### src/rtl/cpu_reset_sequencer.sv
// cpu_reset_sequencer: stretched CPU reset and watchdog clear; optional trip lockout under WDRST_TRIP_LOCKOUT_EN
module cpu_reset_sequencer #(
  parameter int HOLD_CYCLES = 64,
  parameter int MAX_TRIPS = 4
) (
  input  logic       clk,
  input  logic       reset,
  input  logic       WDRESETn,
  output logic       CPU_RESETn,
  output logic       WDCLRn,
  output logic [7:0] trip_count,
  output logic       locked
);
  localparam int CW = $clog2(HOLD_CYCLES);
  localparam logic [CW-1:0] TERM = CW'(HOLD_CYCLES - 1);
`ifdef WDRST_TRIP_LOCKOUT_EN
  typedef enum logic [1:0] {HOLD, ARM, RUN, LOCK} state_t;
`else
  typedef enum logic [1:0] {HOLD, ARM, RUN} state_t;
`endif
  state_t state, next, trip_next;
  logic [CW-1:0] cnt;
  logic wd_s1, wd_s2;
  logic [7:0] trip_inc;
  if (HOLD_CYCLES < 2 || HOLD_CYCLES > 65536 || MAX_TRIPS < 1 || MAX_TRIPS > 255) begin : g_bad_param
    $error("cpu_reset_sequencer: parameter out of range");
  end
  assign trip_inc = trip_count == 8'hff ? trip_count : trip_count + 8'd1;
`ifdef WDRST_TRIP_LOCKOUT_EN
  assign trip_next = trip_inc == 8'(MAX_TRIPS) ? LOCK : HOLD;
`else
  assign trip_next = HOLD;
`endif
  always_comb begin
    next = state == HOLD ? (cnt == TERM ? ARM : HOLD)
         : state == ARM  ? (wd_s2 ? RUN : ARM)
         : state == RUN  ? (wd_s2 ? RUN : trip_next)
         : state;
  end
  // the counter sits at zero outside HOLD, so every entry to HOLD starts from zero
  always_ff @(posedge clk) begin
    if (reset) begin
      state      <= HOLD;
      cnt        <= '0;
      wd_s1      <= 1'b1;
      wd_s2      <= 1'b1;
      trip_count <= '0;
      CPU_RESETn <= 1'b0;
      WDCLRn     <= 1'b0;
    end else begin
      state      <= next;
      cnt        <= state == HOLD ? cnt + 1'b1 : '0;
      wd_s1      <= WDRESETn;
      wd_s2      <= wd_s1;
      trip_count <= state == RUN && !wd_s2 ? trip_inc : trip_count;
      CPU_RESETn <= state == RUN;
      WDCLRn     <= state == ARM || state == RUN;
    end
  end
`ifdef WDRST_TRIP_LOCKOUT_EN
  always_ff @(posedge clk) begin
    if (reset) locked <= 1'b0;
    else locked <= state == LOCK;
  end
`else
  assign locked = 1'b0;
`endif
endmodule
### config.mk
export PLATFORM = sky130hd
export DESIGN_NAME = cpu_reset_sequencer
export DESIGN_NICKNAME = d
export VERILOG_FILES = /design/src/rtl/cpu_reset_sequencer.sv
export SDC_FILE = /design/constraint.sdc
export NUM_CORES = 1
export LEC_CHECK = 0
export ABC_AREA = 1
export BUFFER_PORTS_ARGS = -buffer_cell sky130_fd_sc_hd__buf_2
export CELL_PAD_IN_SITES_DETAIL_PLACEMENT = 1
export CELL_PAD_IN_SITES_GLOBAL_PLACEMENT = 2
export CORE_UTILIZATION = 32
export CTS_BUF_LIST = sky130_fd_sc_hd__clkbuf_8
export DETAILED_ROUTE_END_ITERATION = 10
export GPL_TIMING_DRIVEN = 0
export HOLD_SLACK_MARGIN = 0.03
export MAX_ROUTING_LAYER = met4
export PLACE_DENSITY_LB_ADDON = 0.1
export RECOVER_POWER = 25
export SYNTH_ARGS = -nofsm -noshare
export SYNTH_HDL_FRONTEND = slang
export SYNTH_SLANG_ARGS = --single-unit
### constraint.sdc
create_clock -name clk -period 1.6 [get_ports clk]
set_input_delay 0.16 -clock clk [delete_from_list [all_inputs] [get_ports clk]]
set_output_delay 0.16 -clock clk [all_outputs]
set_load 0.01 [all_outputs]
# After elaboration in Yosys (flattened, before gate mapping)
# Index checks and enable logic that the tools add are counted.
[op_classes] muxes=6 addsub=2 n_reduce_logical=7 n_eq_ne=4 bitwise=2
[op_table] operator="2-bit 2-to-1 mux" n=5
[op_table] operator="8-bit by 1-bit adder with 8-bit output (second input constant)" n=1
[op_table] operator="8-bit equality test (second input constant)" n=1
[op_table] operator="6-bit by 1-bit adder with 6-bit output (second input constant)" n=1
[op_table] operator="6-bit equality test (second input constant)" n=1
[op_table] operator="3-bit nonzero test" n=1
[op_table] operator="2-bit by 1-bit equality test with 1-bit output (second input constant)" n=1
[op_table] operator="2-bit equality test (second input constant)" n=1
[op_table] operator="2-bit zero test" n=1
[op_table] operator="1-bit NOT" n=2
[op_table] operator="2-bit AND reduction" n=1
[op_table] operator="2-bit OR reduction" n=1
[op_table] operator="1-bit logical AND" n=1
[op_table] operator="1-bit zero test" n=1
[op_table] operator="1-bit logical OR" n=1
[op_table] operator="1-bit 2-to-1 mux" n=1
[totals] regBits=20 output_inout_bits=11 in_bits=3 word_cells=28

# Longest topological paths before layout
# Gate-level depths: netlist of run 1.
[logic_depth] word_depth=4 ltp_mapped=8 ltp_nobuf=8

# Worst setup path before layout of run 1
# Ideal clock, no wire load.
[synth_timing] path_kind="register -> register" from="register trip_count[1]" to="register trip_count[0]" arrival_time_ns=1.140 synth_period_minus_slack_ns=1.253 stages_incl_launch_ff=9 setup_ns=0.113 path_buffers=0 slack_ns=0.347 path_cell_list="dfxtp_1 ha_1 nand2_1 nor2_2 nand2_4 nand2_4 inv_2 nor2_1 nor2_1"
[synth_via] elab_chain_len=3
[synth_lines] item="start, declared" line_no="11" source="output logic [7:0] trip_count,"
[synth_lines] item="start signal, assigned" line_no="55" source="trip_count <= state == RUN && !wd_s2 ? trip_inc : trip_count;"
[synth_lines] item="8-bit equality test" line_no="28" source="assign trip_inc = trip_count == 8'hff ? trip_count : trip_count + 8'd1;"
[synth_lines] item="1-bit NOT (no source line)"
[synth_lines] item="2-bit AND reduction (no source line)"
# Every way passes these cells.
# A chain may end at the register's enable or synchronous reset.

# Final worst setup path of run 1
[layout_timing] from="register trip_count[0]" to="register trip_count[0]"
[layout_via] elab_chain_len=3 elab_cells_between_ends=4 cone_classes="add/sub (1); eq/ne (1); bitwise (1); reduce/logical (1)"
[layout_lines] item="parallel branches: the longest is 3 deep, another holds 8-bit by 1-bit adder with 8-bit output"
# Several ways; the timed one is not identified.

==> flow_metrics.tcl, run 1 <==
set metrics [dict create \
    grt_use_total 0.134 \
    rsz0062_at_grt "no" \
    critPathCaptureType "flop" \
    htreeDepth 1 \
    start_util 0.342 \
    netlist.top_cell.by_area "dfxtp_1" \
    root_buffer "clkbuf_8" \
    layout.cells.non_filler 176 \
    cts_resized 0 \
    clk_pin_slew_ns 0.07 \
    seq_area_frac_synth 0.421 \
    die_x_um 56.5 \
    dp.cells 173 \
    clkPwrFrac 0.375 \
    power.density_nw_per_um2 805 \
    seqPwrFrac 0.587 \
    grt_busiest_layer "met2" \
    synth-seq-cells 20 \
    period_minus_slack_ns 1.35 \
    setup_tns_ns 0 \
    grt_pass1_wl_um 3210 \
    synthCells 130 \
    drt_wl_total_um 1860 \
    synth_nets 139 \
    postCtsSetupRepairBufs 0 \
    p_sw_frac 0.213 \
    routedWlPerCell_um 10.6 \
    fin_nets 156 \
    p_switching_mw 0.186 \
    hold_viol_final 0 \
    ir_worst_vdd_mv 0.476 \
    rows 19 \
    nFillCells 368 \
    core_um2 2780 \
    fin_crit_sh 0.846 \
    hold_buffers 0 \
    synth.avg_cell_area_um2 7.31 \
    drv_cap 0 \
    grt_max_degree 11 \
    cp_max_fo 7 \
    grt_use_met2 0.225 \
    layout_commonest_cell "nor2_1" \
    final_cell_mix "27 x nor2_1, 20 x dfxtp_1, 20 x nand2_1" \
    ant_nets 0 \
    p_int_mw 0.687 \
    grt_pass1_vias 778 \
    yosysWarnings 0 \
    crit_type "reg -> reg" \
    comb_power_share 0.037 \
    vias 824 \
    placed_area_um2 1050 \
    drt_pass1_iterations 4 \
    diodes 0 \
    numCtsBuffers 3 \
    fin_skew_ns 0.00301 \
    dieArea_um2 3190 \
    clock_latency_ns 0.25 \
    boundaryPins 14 \
    clock-sinks 20 \
    setup_slack_ns 0.247 \
    grt-ovfl-total 0 \
    cts_tree "done" \
    gp_congestion 0.702 \
    finish.instance_area_um2 1080 \
    first_iter_violations 14 \
    gr-usage-met1 0.151 \
    hold_class "in -> reg" \
    use_met3 0.0276 \
    critPathRequiredTime_ns 1.75 \
    fmax_mhz 739 \
    vias_per_cell 4.68 \
    drcViolationCount 0 \
    synthTopCellsByArea "dfxtp_1 42%, nor2_1 11%, ha_1 7.9%" \
    layout-drive-gt1-share 0.179 \
    syn-cell-area_um2 951 \
    setup-violations-final 0 \
    fp.dieH_um 56.5 \
    synth_top_area_frac 0.421 \
    p_leak_nw 0.477 \
    numPortBuffers 12 \
    dp_slack_ns 0.239 \
    synth_cell_types 21 \
    crit_arrival_ns 1.51 \
    antenna_found_initial 0 \
    clk_path_buf_depth 2 \
    drv_slew 0 \
    startpoint_type "flop" \
    status "completed" \
    hpwl_um 1490 \
    syn_to_final_growth_pct 13.9 \
    finalPower_mw 0.872 \
]
-- flip-flops by register name (all words and copies together), names as in the netlist --
register	flops
trip_count	8
state	2
cnt	6
wd_s1	1
wd_s2	1
CPU_RESETn	1
WDCLRn	1
-- power by group through the flow --
stage	combinational [mW]	clock [mW]	sequential (mW)
after floorplan	0.0238	0	0.523
after CTS	0.0339	0.352	0.512
after detailed placement	0.0340	0	0.524
after global routing	0.0397	0.357	0.513
final	0.0326	0.327	0.512
after global placement	0.0324	0	0.523
-- final timing paths --
kind | startpoint | endpoint | slack, ns | cells after the start
worst max-delay path | trip_count[0] | trip_count[0] | 0.25 | 8
worst min-delay path | WDRESETn | wd_s1 | 0.08 | 2
worst min register to register | wd_s1 | wd_s2 | 0.41 | 1
worst max register to register | trip_count[0] | trip_count[0] | 0.25 | 8
-- routing by layer --
metal  share of wire  vias to the layer above  routed length [um]
met3           0.028                        5                  53
li1                -                      430                   -
met4           0.020                        0                  37
met1            0.46                      379                 858
met5               0                        -                   0
met2            0.49                       10                 914
-- layout make-up --
| class | instances | area, um^2 | area share |
|---|---|---|---|
| Clock buffer | 3 | 41.3 | 0.0381 |
| Multi-Input combinational cell | 88 | 464 | 0.428 |
| Buffer | 1 | 7.51 | 0.00693 |
| Timing Repair Buffer | 12 | 52.6 | 0.0485 |
| Sequential cell | 20 | 400 | 0.370 |
| Tap cell | 31 | 38.8 | 0.0358 |
| Inverter | 21 | 78.8 | 0.0727 |
-- kinds of logic after synthesis --
group           count (synthesis)  synth area share
simple gates                   69             0.338
buf+inv                        22            0.0908
flops                          20             0.421
compound gates                 12            0.0671
fa+ha+maj                       6            0.0789
other cells                     1           0.00394
-- metrics by stage --
stage / hold WS (ns) / utilization
floorplan: 0.231 / -
global placement: 0.336 / 0.377
detailed placement: 0.347 / 0.377
CTS: 0.0739 / 0.392
global route: 0.0712 / 0.390
finish: 0.0801 / 0.390
-- Yosys cell counts (all sizes together) --
cell / n
dfxtp: 20
nor2: 31
nor3: 3
nand3: 7
conb: 1
buf: 1
inv: 21
a211oi: 1
nand2: 25
nand4: 1
a21oi: 5
ha: 6
o21ai: 5
or2: 2
a31oi: 1
-- worst max-delay path, stage by stage (launching register included) --
cell and delay, ns:
dfxtp_1 0.40, ha_1 0.19, nand2_1 0.13, nor2_2 0.16, nand2_4 0.11, nand2_4 0.08
inv_2 0.04, nor2_1 0.08, nor2_1 0.05
Power figures use the tool's default switching activity.
==> run 2, diff against run 1 <==
- CORE_UTILIZATION: 32 -> 29
- clock period: 1.6 -> 1.1 ns (I/O delays scaled with it)
==> flow_metrics.tcl, run 2 (synthesis gave the netlist of run 1 again) <==
set metrics [dict create \
    startpoint_type "flop" \
    comb_power_share 0.049 \
    layout_commonest_cell "nor2_1" \
    crit_type "reg -> reg" \
    status "finished, violations left" \
    worstHoldStart "reset" \
    syn_to_final_growth_pct 35.5 \
    largest_reg_flops 8 \
    htreeDepth 1 \
    power.density_nw_per_um2 1010 \
    nFillCells 394 \
    post-route-util 0.419 \
    multi_input_area_um2 568 \
    layout-drive-gt1-share 0.425 \
    hpwl_um 1500 \
    fin_skew_ns 0.000956 \
    vias 845 \
    clock-sinks 20 \
    setup_tns_ns -0.0877 \
    fin_crit_sh 1.03 \
    hold_class "in -> reg" \
    ant_nets 0 \
    grt-ovfl-total 0 \
    dp_slack_ns -0.149 \
    hold_viol_final 0 \
    ir_worst_vdd_mv 0.356 \
    clk_pin_slew_ns 0.08 \
    drv_cap 0 \
    grt_use_total 0.128 \
    cp_max_fo 4 \
    die_x_um 59.3 \
    critPathCaptureType "flop" \
    routedWlPerCell_um 10.3 \
    numCtsBuffers 3 \
    crit_arrival_ns 1.30 \
    grt_pass1_wl_um 3250 \
    worstHoldEndpoint "WDCLRn" \
    vias_per_cell 4.29 \
    cts_tree "done" \
    setup_slack_ns -0.0307 \
    diodes 0 \
    core_um2 3080 \
    dieArea_um2 3510 \
    drt_pass1_iterations 4 \
    fmax_mhz 884 \
    reg2reg_depth 6 \
    period_minus_slack_ns 1.13 \
    finalPower_mw 1.31 \
    numPortBuffers 12 \
    rrSetupSlack_ns -0.03 \
    drcViolationCount 0 \
    fin_nets 163 \
    final_cell_mix "24 x nor2_1, 17 x nand2_1, 11 x inv_2, 11 x buf_2" \
    violations "setup timing" \
    boundaryPins 14 \
    gp_congestion 0.716 \
    top_register "trip_count" \
    worst_r2r_startpoint "state[1]" \
    drt_wl_total_um 2020 \
    setup-violations-final 4 \
    layout.cells.non_filler 197 \
    p_leak_nw 0.573 \
    regArea_um2 420 \
    reg_top3 "trip_count x8, cnt x6, state x2" \
    antenna_found_initial 0 \
    first_iter_violations 10 \
    grt_pass1_vias 779 \
    root_buffer "clkbuf_8" \
    placed_area_um2 1100 \
    p_sw_frac 0.228 \
    grt_max_degree 12 \
    start_util 0.309 \
    drv_slew 0 \
    dp.cells 186 \
    clkPwrFrac 0.383 \
    clock_latency_ns 0.25 \
    seqPwrFrac 0.568 \
    fp.dieH_um 59.3 \
    finish.instance_area_um2 1290 \
    p_switching_mw 0.298 \
    rsz0062_at_grt "yes" \
    hold_depth 2 \
    rows 20 \
    p_int_mw 1.01 \
    timing.rr.end "cnt[2]" \
    critPathRequiredTime_ns 1.27 \
    holdWs_ns 0.128 \
    clk_path_buf_depth 2 \
]
-- run 2: cell types whose count changed in the layout (fill, tap and decap cells not counted), sizes merged --
cell / previous run / this run
buf: 7 / 18
clkbuf: 9 / 4
clkinv: 0 / 1
dlygate4sd3: 0 / 1
-- run 2: power groups by stage --
| stage | registers [mW] | clock network, mW | logic (mW) |
|---|---|---|---|
| 6_report | 0.741 | 0.500 | 0.0639 |
| 5_1_grt | 0.743 | 0.563 | 0.0728 |
| 4_1_cts | 0.740 | 0.531 | 0.0548 |
| 3_5_place_dp | 0.757 | 0 | 0.0492 |
| 3_3_place_gp | 0.756 | 0 | 0.0474 |
| 2_1_floorplan | 0.755 | 0 | 0.0346 |
-- run 2: worst max-delay path by stage --
stage	endpoint	start	cells past startpoint
floorplan	trip_count[5]	state[0]	8
global placement	trip_count[7]	state[0]	7
detailed placement	trip_count[5]	state[0]	8
CTS	trip_count[0]	trip_count[0]	8
global route	trip_count[5]	state[0]	8
finish	cnt[2]	state[1]	6
-- run 2: what timing repair did --
item                                   in CTS  in global routing
gates resized for setup                    18                 14
setup buffers                               4                  2
endpoints found under the hold margin       1                  0
setup endpoints to repair                  16                 12
hold buffers                                1                  0
pin swaps                                   7                  5
-- run 2: critical path, cell delays in order, from the launching register on --
cell	delay [ns]
dfxtp_4	0.36
inv_2	0.08
ha_2	0.19
inv_2	0.06
nor2_4	0.12
inv_2	0.06
nor3_1	0.17
-- run 2: layer usage --
metal  share of wire  vias to the layer above  GRT usage  routed length [um]
met5               0                        -          -                   0
met4          0.0074                        0     0.0612                  15
met3           0.019                        2     0.0197                  39
met2            0.52                        6      0.209                1060
met1            0.45                      393      0.154                 912
li1                -                      444          -                   -
-- run 2: final cells by class --
type,count,share of cell area
Sequential cell,20,0.326
Timing Repair Buffer,19,0.0883
Multi-Input combinational cell,88,0.441
Clock buffer,3,0.0320
Clock inverter,1,0.00291
Inverter,21,0.0612
Buffer,1,0.00583
Tap cell,44,0.0427
==> run 3, diff against run 2 <==
- ABC_AREA: 1 -> not set
- CORE_UTILIZATION: 29 -> 31
- PLACE_DENSITY: not set -> 0.74
- PLACE_DENSITY_LB_ADDON: 0.1 -> not set
==> flow_metrics.tcl, run 3 <==
set metrics [dict create \
    vias_per_cell 4.90 \
    status "finished, violations left" \
    yosysMostFrequentCell "dfxtp_1" \
    reg_top3 "trip_count x8, cnt x6, state x2" \
    layout-drive-gt1-share 0.427 \
    critPathTopFamily "simple AND/OR/NAND/NOR gates" \
    grt_pass1_wl_um 3510 \
    clk_path_buf_depth 2 \
    dieArea_um2 3070 \
    ant_nets 0 \
    root_buffer "clkbuf_8" \
    fp.dieH_um 55.4 \
    synth_compound_area_frac 0.0977 \
    diodes 0 \
    numPortBuffers 12 \
    drt_wl_total_um 2010 \
    async_flop_share 0 \
    syn_to_final_growth_pct 38.7 \
    crit_buf_inv 2 \
    numCtsBuffers 3 \
    fin_skew_ns 0.00606 \
    startpoint_type "flop" \
    synth-simple-area-share 0.258 \
    dp_slack_ns -0.457 \
    clock_latency_ns 0.26 \
    worst_slew_pin_slew_ns 0.514 \
    rows 18 \
    fin_nets 127 \
    synth_top_family_by_area "simple AND/OR/NAND/NOR gates" \
    drt_pass1_iterations 4 \
    synth-edff-count 0 \
    synthAdderAreaFrac 0.0850 \
    layout_commonest_cell "nor2_1" \
    layout.cells.non_filler 147 \
    hold_class "in -> reg" \
    synth_top_area_frac 0.453 \
    synth_nets 103 \
    largest_reg_flops 8 \
    crit_path_top_delay_cell "dfxtp_2" \
    antenna_found_initial 0 \
    first_iter_violations 12 \
    path_cells "inv_2 -> ha_4 -> nor2b_4 -> nand4_4 -> buf_6 -> or3_1 -> a21oi_1" \
    synthCells 94 \
    grt-ovfl-total 0 \
    critPathCaptureType "flop" \
    critPathRequiredTime_ns 1.28 \
    p_leak_nw 0.479 \
    setup_tns_ns -1.87 \
    power.density_nw_per_um2 1240 \
    setup_slack_ns -0.355 \
    htreeDepth 1 \
    netlist.top_cell.by_area "dfxtp_1" \
    fin_crit_sh 1.32 \
    max_stage_delay_ns 0.33 \
    violations "setup timing" \
    routedWlPerCell_um 13.7 \
    period_minus_slack_ns 1.46 \
    gp_congestion 0.696 \
    clock-sinks 20 \
    dp.cells 136 \
    hold_viol_final 0 \
    grt_max_degree 13 \
    yosys-mux-area-fraction 0.0227 \
    seq_area_frac_synth 0.453 \
    vias 721 \
    hpwl_um 1370 \
    ys.flop_type "dfxtp_1" \
    yosysWarnings 0 \
    clk_pin_slew_ns 0.08 \
    cp_max_fo 4 \
    grt_pass1_vias 743 \
    synth-seq-cells 20 \
    drv_cap 0 \
    final_cell_mix "15 x nor2_1, 11 x dfxtp_1, 10 x buf_2" \
    crit_type "reg -> reg" \
    start_util 0.341 \
    grt_use_total 0.148 \
    crit_arrival_ns 1.64 \
    rrSetupSlack_ns -0.36 \
    boundaryPins 14 \
    core_um2 2590 \
    ir_worst_vdd_mv 0.785 \
    fmax_mhz 687 \
    synth_cell_types 30 \
    rsz0062_at_grt "yes" \
    synthTopCellsByArea "dfxtp_1 45%, ha_1 8.5%, nor2_1 6.8%" \
    setup-violations-final 9 \
    cts_tree "done" \
    die_x_um 55.4 \
    ys_top_cells_by_count "20 x dfxtp_1, 16 x nor2_1, 6 x ha_1" \
    synth.avg_cell_area_um2 9.40 \
    synthXorXnorAreaFrac 0.0496 \
    syn-cell-area_um2 883 \
    drv_slew 0 \
    slew_headroom 0.658 \
    drcViolationCount 0 \
    top_register "trip_count" \
]
==> run 3: cell types whose count changed after synthesis, moves of 3 or more <==
cell / delta
nor2_1: -11
nand2_2: -3
inv_1: -10
xor2_1: +4
nand2_1: -17
inv_2: -7
o21ai_1: -4
==> run 3: final timing paths <==
path,end,depth (start not counted),from
worst max-delay path,trip_count[3],7,state[0]
worst min-delay path,WDCLRn,2,reset
worst max register to register,trip_count[3],7,state[0]
worst min register to register,wd_s2,1,wd_s1
==> run 3: kinds of logic after synthesis <==
logic type               count (synthesis)
AO/OA/AOI/OAI                           14
adder cells (fa/ha/maj)                  6
flip-flops                              20
AND/OR/NAND/NOR                         40
multiplexers                             2
other                                    1
XOR/XNOR                                 5
buffers and inverters                    6
==> run 3: timing repair <==
| action | 4_1_cts | 5_1_grt |
|---|---|---|
| setup endpoints to repair | 13 | 16 |
| pin swaps | 6 | 3 |
| resized for setup | 7 | 9 |
| hold buffers | 1 | 0 |
| buffers inserted | 6 | 0 |
| endpoints found under the hold margin | 1 | 0 |
==> run 3: area by class of cell <==
cell class / count / area [um^2]
buffer: 2 / 11.3
clock buffer: 3 / 41.3
clock inverter: 1 / 30.0
fill: 304 / 1370
inverter: 4 / 15.0
multi-input combinational: 68 / 554
sequential: 20 / 419
tap: 30 / 37.5
timing repair buffer: 19 / 116
==> run 3: metal layers <==
metal | global-route usage | part of all wire
met1 | 0.191 | 0.47
met2 | 0.227 | 0.49
met3 | 0.0351 | 0.025
met4 | 0.0536 | 0.015
met5 | - | 0
==> run 3: through the flow <==
step / power (mW) / hold WS (ns) / cell area, um^2 / util
global placement: 0.798 / 0.294 / 1030 / 0.398
finish: 1.52 / 0.0671 / 1220 / 0.473
floorplan: 0.785 / 0.182 / 932 / -
global route: 1.59 / 0.0896 / 1220 / 0.473
CTS: 1.54 / 0.0679 / 1190 / 0.459
detailed placement: 0.801 / 0.300 / 1030 / 0.398
==> run 3: power by group <==
group	leakage (nW)	switching (mW)	internal [mW]
Combinational	0.276	0.0234	0.0211
Sequential	0.167	0.0113	0.730
Clock	0.0357	0.246	0.486
==> run 3: worst reg2reg max path, stage by stage, from the launching register on <==
cell,delay [ns]
dfxtp_2,0.33
inv_2,0.06
ha_4,0.12
nor2b_4,0.16
nand4_4,0.13
buf_6,0.16
or3_1,0.30
a21oi_1,0.12
